$ cat src/rtl/bcd_scan_counter.sv
// Four-digit BCD up/down counter with loadable value and a time-multiplexed common-anode digit scanner.
// Latency: every output is registered; load, step and scan changes appear one edge after the inputs/ticks that cause them.
// Backpressure: none; free-running, with the count frozen by iEn=0 and the scanner always running.
module bcd_scan_counter #(
    parameter int STEP_DIV = 50000000,
    parameter int SCAN_DIV = 50000,
    parameter bit BLANK_LZ = 1'b0
) (
    input  logic        iClk,
    input  logic        iRst_n,
    input  logic        iEn,
    input  logic        iUp,
    input  logic        iLoad,
    input  logic [15:0] iLoadVal,
    output logic [3:0]  oDigit,
    output logic [3:0]  oAn,
    output logic [15:0] oCount,
    output logic        oWrap
);

    localparam int STEP_W = (STEP_DIV > 1) ? $clog2(STEP_DIV) : 1;
    localparam int SCAN_W = (SCAN_DIV > 1) ? $clog2(SCAN_DIV) : 1;
    localparam logic [STEP_W-1:0] STEP_LAST = STEP_W'(STEP_DIV - 1);
    localparam logic [SCAN_W-1:0] SCAN_LAST = SCAN_W'(SCAN_DIV - 1);

    logic [STEP_W-1:0] step_cnt, step_nxt;
    logic [SCAN_W-1:0] scan_cnt, scan_nxt;
    logic [1:0]        idx, idx_nxt;
    logic              an_on, an_on_nxt;
    logic [15:0]       count_nxt;
    logic              wrap_nxt;
    logic [3:0]        an_nxt;
    logic [3:0]        digit_nxt;
    logic              step_tick, scan_tick, blank;

    function automatic logic [15:0] bcd_sanitize(input logic [15:0] v);
        logic [15:0] r;
        for (int k = 0; k < 4; k++)
            r[4*k +: 4] = (v[4*k +: 4] > 4'd9) ? 4'd0 : v[4*k +: 4];
        return r;
    endfunction

    function automatic logic [15:0] bcd_inc(input logic [15:0] v);
        logic [15:0] r;
        logic        carry;
        r     = v;
        carry = 1'b1;
        for (int k = 0; k < 4; k++) begin
            if (carry) begin
                if (r[4*k +: 4] == 4'd9) begin
                    r[4*k +: 4] = 4'd0;
                end else begin
                    r[4*k +: 4] = r[4*k +: 4] + 4'd1;
                    carry       = 1'b0;
                end
            end
        end
        return r;
    endfunction

    function automatic logic [15:0] bcd_dec(input logic [15:0] v);
        logic [15:0] r;
        logic        borrow;
        r      = v;
        borrow = 1'b1;
        for (int k = 0; k < 4; k++) begin
            if (borrow) begin
                if (r[4*k +: 4] == 4'd0) begin
                    r[4*k +: 4] = 4'd9;
                end else begin
                    r[4*k +: 4] = r[4*k +: 4] - 4'd1;
                    borrow      = 1'b0;
                end
            end
        end
        return r;
    endfunction

    assign step_tick = iEn && (step_cnt == STEP_LAST);
    assign scan_tick = (scan_cnt == SCAN_LAST);

    always_comb begin
        count_nxt = oCount;
        wrap_nxt  = 1'b0;
        step_nxt  = step_cnt;
        if (iLoad) begin
            count_nxt = bcd_sanitize(iLoadVal);
            step_nxt  = '0;
        end else if (step_tick) begin
            step_nxt = '0;
            if (iUp) begin
                count_nxt = bcd_inc(oCount);
                wrap_nxt  = (oCount == 16'h9999);
            end else begin
                count_nxt = bcd_dec(oCount);
                wrap_nxt  = (oCount == 16'h0000);
            end
        end else if (iEn) begin
            step_nxt = step_cnt + STEP_W'(1);
        end
    end

    // Digit select and nibble are both derived from the post-update count and index,
    // so the anode and the segment data always switch together.
    always_comb begin
        scan_nxt  = scan_tick ? '0 : scan_cnt + SCAN_W'(1);
        idx_nxt   = scan_tick ? idx + 2'd1 : idx;
        an_on_nxt = an_on | scan_tick;
        case (idx_nxt)
            2'd1:    blank = (count_nxt[15:4] == 12'h000);
            2'd2:    blank = (count_nxt[15:8] == 8'h00);
            2'd3:    blank = (count_nxt[15:12] == 4'h0);
            default: blank = 1'b0;
        endcase
        an_nxt = 4'b1111;
        if (an_on_nxt && !(BLANK_LZ && blank))
            an_nxt[idx_nxt] = 1'b0;
        digit_nxt = count_nxt[{idx_nxt, 2'b00} +: 4];
    end

    always_ff @(posedge iClk) begin
        if (!iRst_n) begin
            oCount   <= 16'h0000;
            oDigit   <= 4'd0;
            oAn      <= 4'b1111;
            oWrap    <= 1'b0;
            step_cnt <= '0;
            scan_cnt <= '0;
            idx      <= 2'd3;
            an_on    <= 1'b0;
        end else begin
            oCount   <= count_nxt;
            oDigit   <= digit_nxt;
            oAn      <= an_nxt;
            oWrap    <= wrap_nxt;
            step_cnt <= step_nxt;
            scan_cnt <= scan_nxt;
            idx      <= idx_nxt;
            an_on    <= an_on_nxt;
        end
    end

endmodule

$ cat config.mk
export PLATFORM = sky130hd
export DESIGN_NAME = bcd_scan_counter
export DESIGN_NICKNAME = d
export VERILOG_FILES = /design/src/rtl/bcd_scan_counter.sv
export SDC_FILE = /design/constraint.sdc
export NUM_CORES = 1
export LEC_CHECK = 0
export ABC_AREA = 0
export CORE_UTILIZATION = 25
export CTS_BUF_LIST = sky130_fd_sc_hd__clkbuf_8
export CTS_CLUSTER_DIAMETER = 200
export CTS_CLUSTER_SIZE = 40
export DETAILED_ROUTE_END_ITERATION = 7
export DONT_BUFFER_PORTS = 1
export PLACE_DENSITY_LB_ADDON = 0.05
export SYNTH_ARGS = -nofsm -noshare
export SYNTH_HDL_FRONTEND = slang
export SYNTH_SLANG_ARGS = --single-unit
$ cat constraint.sdc
create_clock -name iClk -period 6.21 [get_ports iClk]
set_input_delay 0.9315 -clock iClk [delete_from_list [all_inputs] [get_ports iClk]]
set_output_delay 0.9315 -clock iClk [all_outputs]
set_load 0.03 [all_outputs]
==> impl_metrics.env <==
export IMPL_netlist_area_mm2=0.00410
export IMPL_p_per_area_mw_per_mm2=218
export IMPL_pre_cts_ws_ns=2.86
export IMPL_hold_buffers=0
export IMPL_cts_max_level=3
export IMPL_fin_area_mm2=0.00444
export IMPL_drv_cap=0
export IMPL_placed_cell_area_mm2=0.00424
export IMPL_crit_arrival_ns=3.30
export IMPL_fin_total_pwr_mw=0.970
export IMPL_holdWs_ns=0.455
export IMPL_fin_cells=736
export IMPL_fillers=1774
export IMPL_vias_per_cell=5.24
export IMPL_crit_fanout=17
export IMPL_antenna_found_initial=0
export IMPL_std_cell_rows=46
export IMPL_avgSynthCellArea_um2=7.64
export IMPL_slew_violations=0
export IMPL_io_buffers=0
export IMPL_grt_first_pass_wirelength_um=20500
export IMPL_diodes=0
export IMPL_netlist_instances=536
export IMPL_synth_top_area_cell="dfxtp_1"
export IMPL_remaining_drc_errors=0
export IMPL_crit_type="reg2reg"
export IMPL_layout_nets=539
export IMPL_cp_required_ns=6.42
export IMPL_vdd_drop_max_mv=0.0665
export IMPL_clock_latency_ns=0.36
export IMPL_wl_um=12900
export IMPL_core_mm2=0.0159
export IMPL_cts_inserted_buffers=9
export IMPL_hold_viol=0
export IMPL_synth_main_ff_cell="dfxtp_1"
export IMPL_synth_seq_cells=70
export IMPL_ctsResizeCount=0
export IMPL_grt_pass1_vias=3718
export IMPL_netlist_top_cells_area="dfxtp_1, nor2_1, xor2_1"
export IMPL_dr_pass1_iters=8
export IMPL_synth_cell_types=71
export IMPL_clkTransAtPathRegs_ns=0.08
export IMPL_drive_above_1_share_pct=5.38
export IMPL_die_w_um=130
export IMPL_fin_crit_sh_pct=49.6
export IMPL_ys_seq_area_share_pct=34.2
export IMPL_utilization_pct=27.9
export IMPL_finalSetupViolations=0
export IMPL_rsz0062_at_grt="no"
export IMPL_finalCriticalPeriod_ns=3.08
export IMPL_grt_overflow=0
export IMPL_fmax_ghz=0.324
export IMPL_synthArstFlopShare_pct=0
export IMPL_cp_start_kind="register"
export IMPL_synth_edff_count=0
export IMPL_final_setup_worst_slack_ns=3.13
export IMPL_hold_class="reg2reg"
export IMPL_worst_pin_slew_ns=1.10
export IMPL_area_delta_synth_final_pct=8.49
export IMPL_num_vias=3860
export IMPL_grt_total_usage_pct=16.2
export IMPL_gp_congestion=0.778
export IMPL_wire_per_inst_um=17.5
export IMPL_synth_nets=559
export IMPL_die_h_um=130
export IMPL_cts_root_buf="clkbuf_8"
export IMPL_ys_warn_count=0
export IMPL_post_dp_hpwl_um=9370
export IMPL_finClkSkew_ns=0.0101
export IMPL_outcome="completed"
export IMPL_leakage_nw=1.50
export IMPL_cts_tree="built"
export IMPL_initial_core_util_pct=25.7
export IMPL_place_inst=721
export IMPL_grt_max_degree=36
export IMPL_relSlewSlack_pct=26.6
export IMPL_cts_sinks=70
export IMPL_post_cts_buffers=0
export IMPL_fin_tns_setup_ns=0
export IMPL_yosys_area_top_type_share_pct=34.2
export IMPL_end_kind="register"
export IMPL_io_pins=46
export IMPL_cts_path_max_buffers=2
export IMPL_die_area_mm2=0.0169
export IMPL_drt_initial_drc_count=214
export IMPL_antenna_left=0
## placed cells by master, fill, tap and decap left out, drive strengths merged, types with 6 or more instances in the layout
master,instances
nand2,52
inv,12
xor2,29
clkinv,6
clkbuf,9
nand4,17
xnor2,14
or4,7
a31oi,9
nand2b,6
a21oi,14
nand3,30
and3,17
o21ai,26
and4,8
dfxtp,70
nor2,87
nor3,21
a211oi,7
## worst max-delay path: stages (launching register included)
cell and delay [ns]:
dfxtp_1 0.90, and3_1 0.43, and3_1 0.24, mux2_1 0.35, a2111oi_0 0.48, a221oi_1 0.14, nand2_1 0.14, o22a_1 0.14
o2111ai_1 0.11
## sequential cells by signal, indices dropped and copies added, names as in the netlist
register and flops:
an_on 1, idx 2, oAn 4, oCount 16, oDigit 4, oWrap 1, scan_cnt 16, step_cnt 26
## routing by layer
metal | global-route usage, % | share of wire (%)
met5 | 0 | 0
met4 | 8.48 | 2.8
met3 | 3.12 | 5.2
met2 | 26.4 | 46
met1 | 20.4 | 46
## kinds of logic (layout without fill, tap and decap cells)
group,after synthesis,count (layout),synth area share (%)
adders and majority gates,2,2,0.611
DFF,70,70,34.2
xor gates and xnor gates,43,43,9.20
muxes,4,4,1.04
buffers and inverters,45,29,4.34
AOI/OAI and AO/OA,93,93,15.6
and+or+nand+nor,279,279,35.0
## power by group
part | total [mW] | internal, mW | leakage (nW) | switching (mW)
Sequential | 0.491 | 0.458 | 0.568 | 0.0336
Combinational | 0.0790 | 0.0316 | 0.825 | 0.0474
Clock | 0.400 | 0.220 | 0.110 | 0.179
## layout make-up
type | count | area (um2) | area share (%)
inverters | 14 | 52.6 | 1.18
clock buffers | 9 | 124 | 2.79
well taps | 216 | 270 | 6.08
flip-flops and latches | 70 | 1400 | 31.5
multi-input cells | 421 | 2520 | 56.6
clock inverters | 6 | 78.8 | 1.77
## Yosys cell counts (all sizes together) (3+ instances only)
cell     instances
buf              4
xnor2           14
dfxtp           70
nor3            21
o22ai            3
nor4b            5
clkbuf          27
o21ai           26
a31oi            9
o31ai            4
nand2b           6
a211oi           7
nor4             3
a21oi           14
o2111ai          3
inv             11
and3            17
xor2            29
nand2           52
clkinv           3
or4              7
or2              4
and4             8
nand4           17
nand3           30
or3              4
nor3b            3
and2             5
nor2            87
## worst paths after layout
path	startpoint	endpoint	slack, ns	cells after the start
worst max-delay path	oCount[0]	oDigit[2]	3.13	8
worst min-delay path	scan_cnt[0]	scan_cnt[0]	0.45	1
worst max register to register	oCount[0]	oDigit[2]	3.13	8
worst min register to register	scan_cnt[0]	scan_cnt[0]	0.45	1
Power figures use the tool's default switching activity.
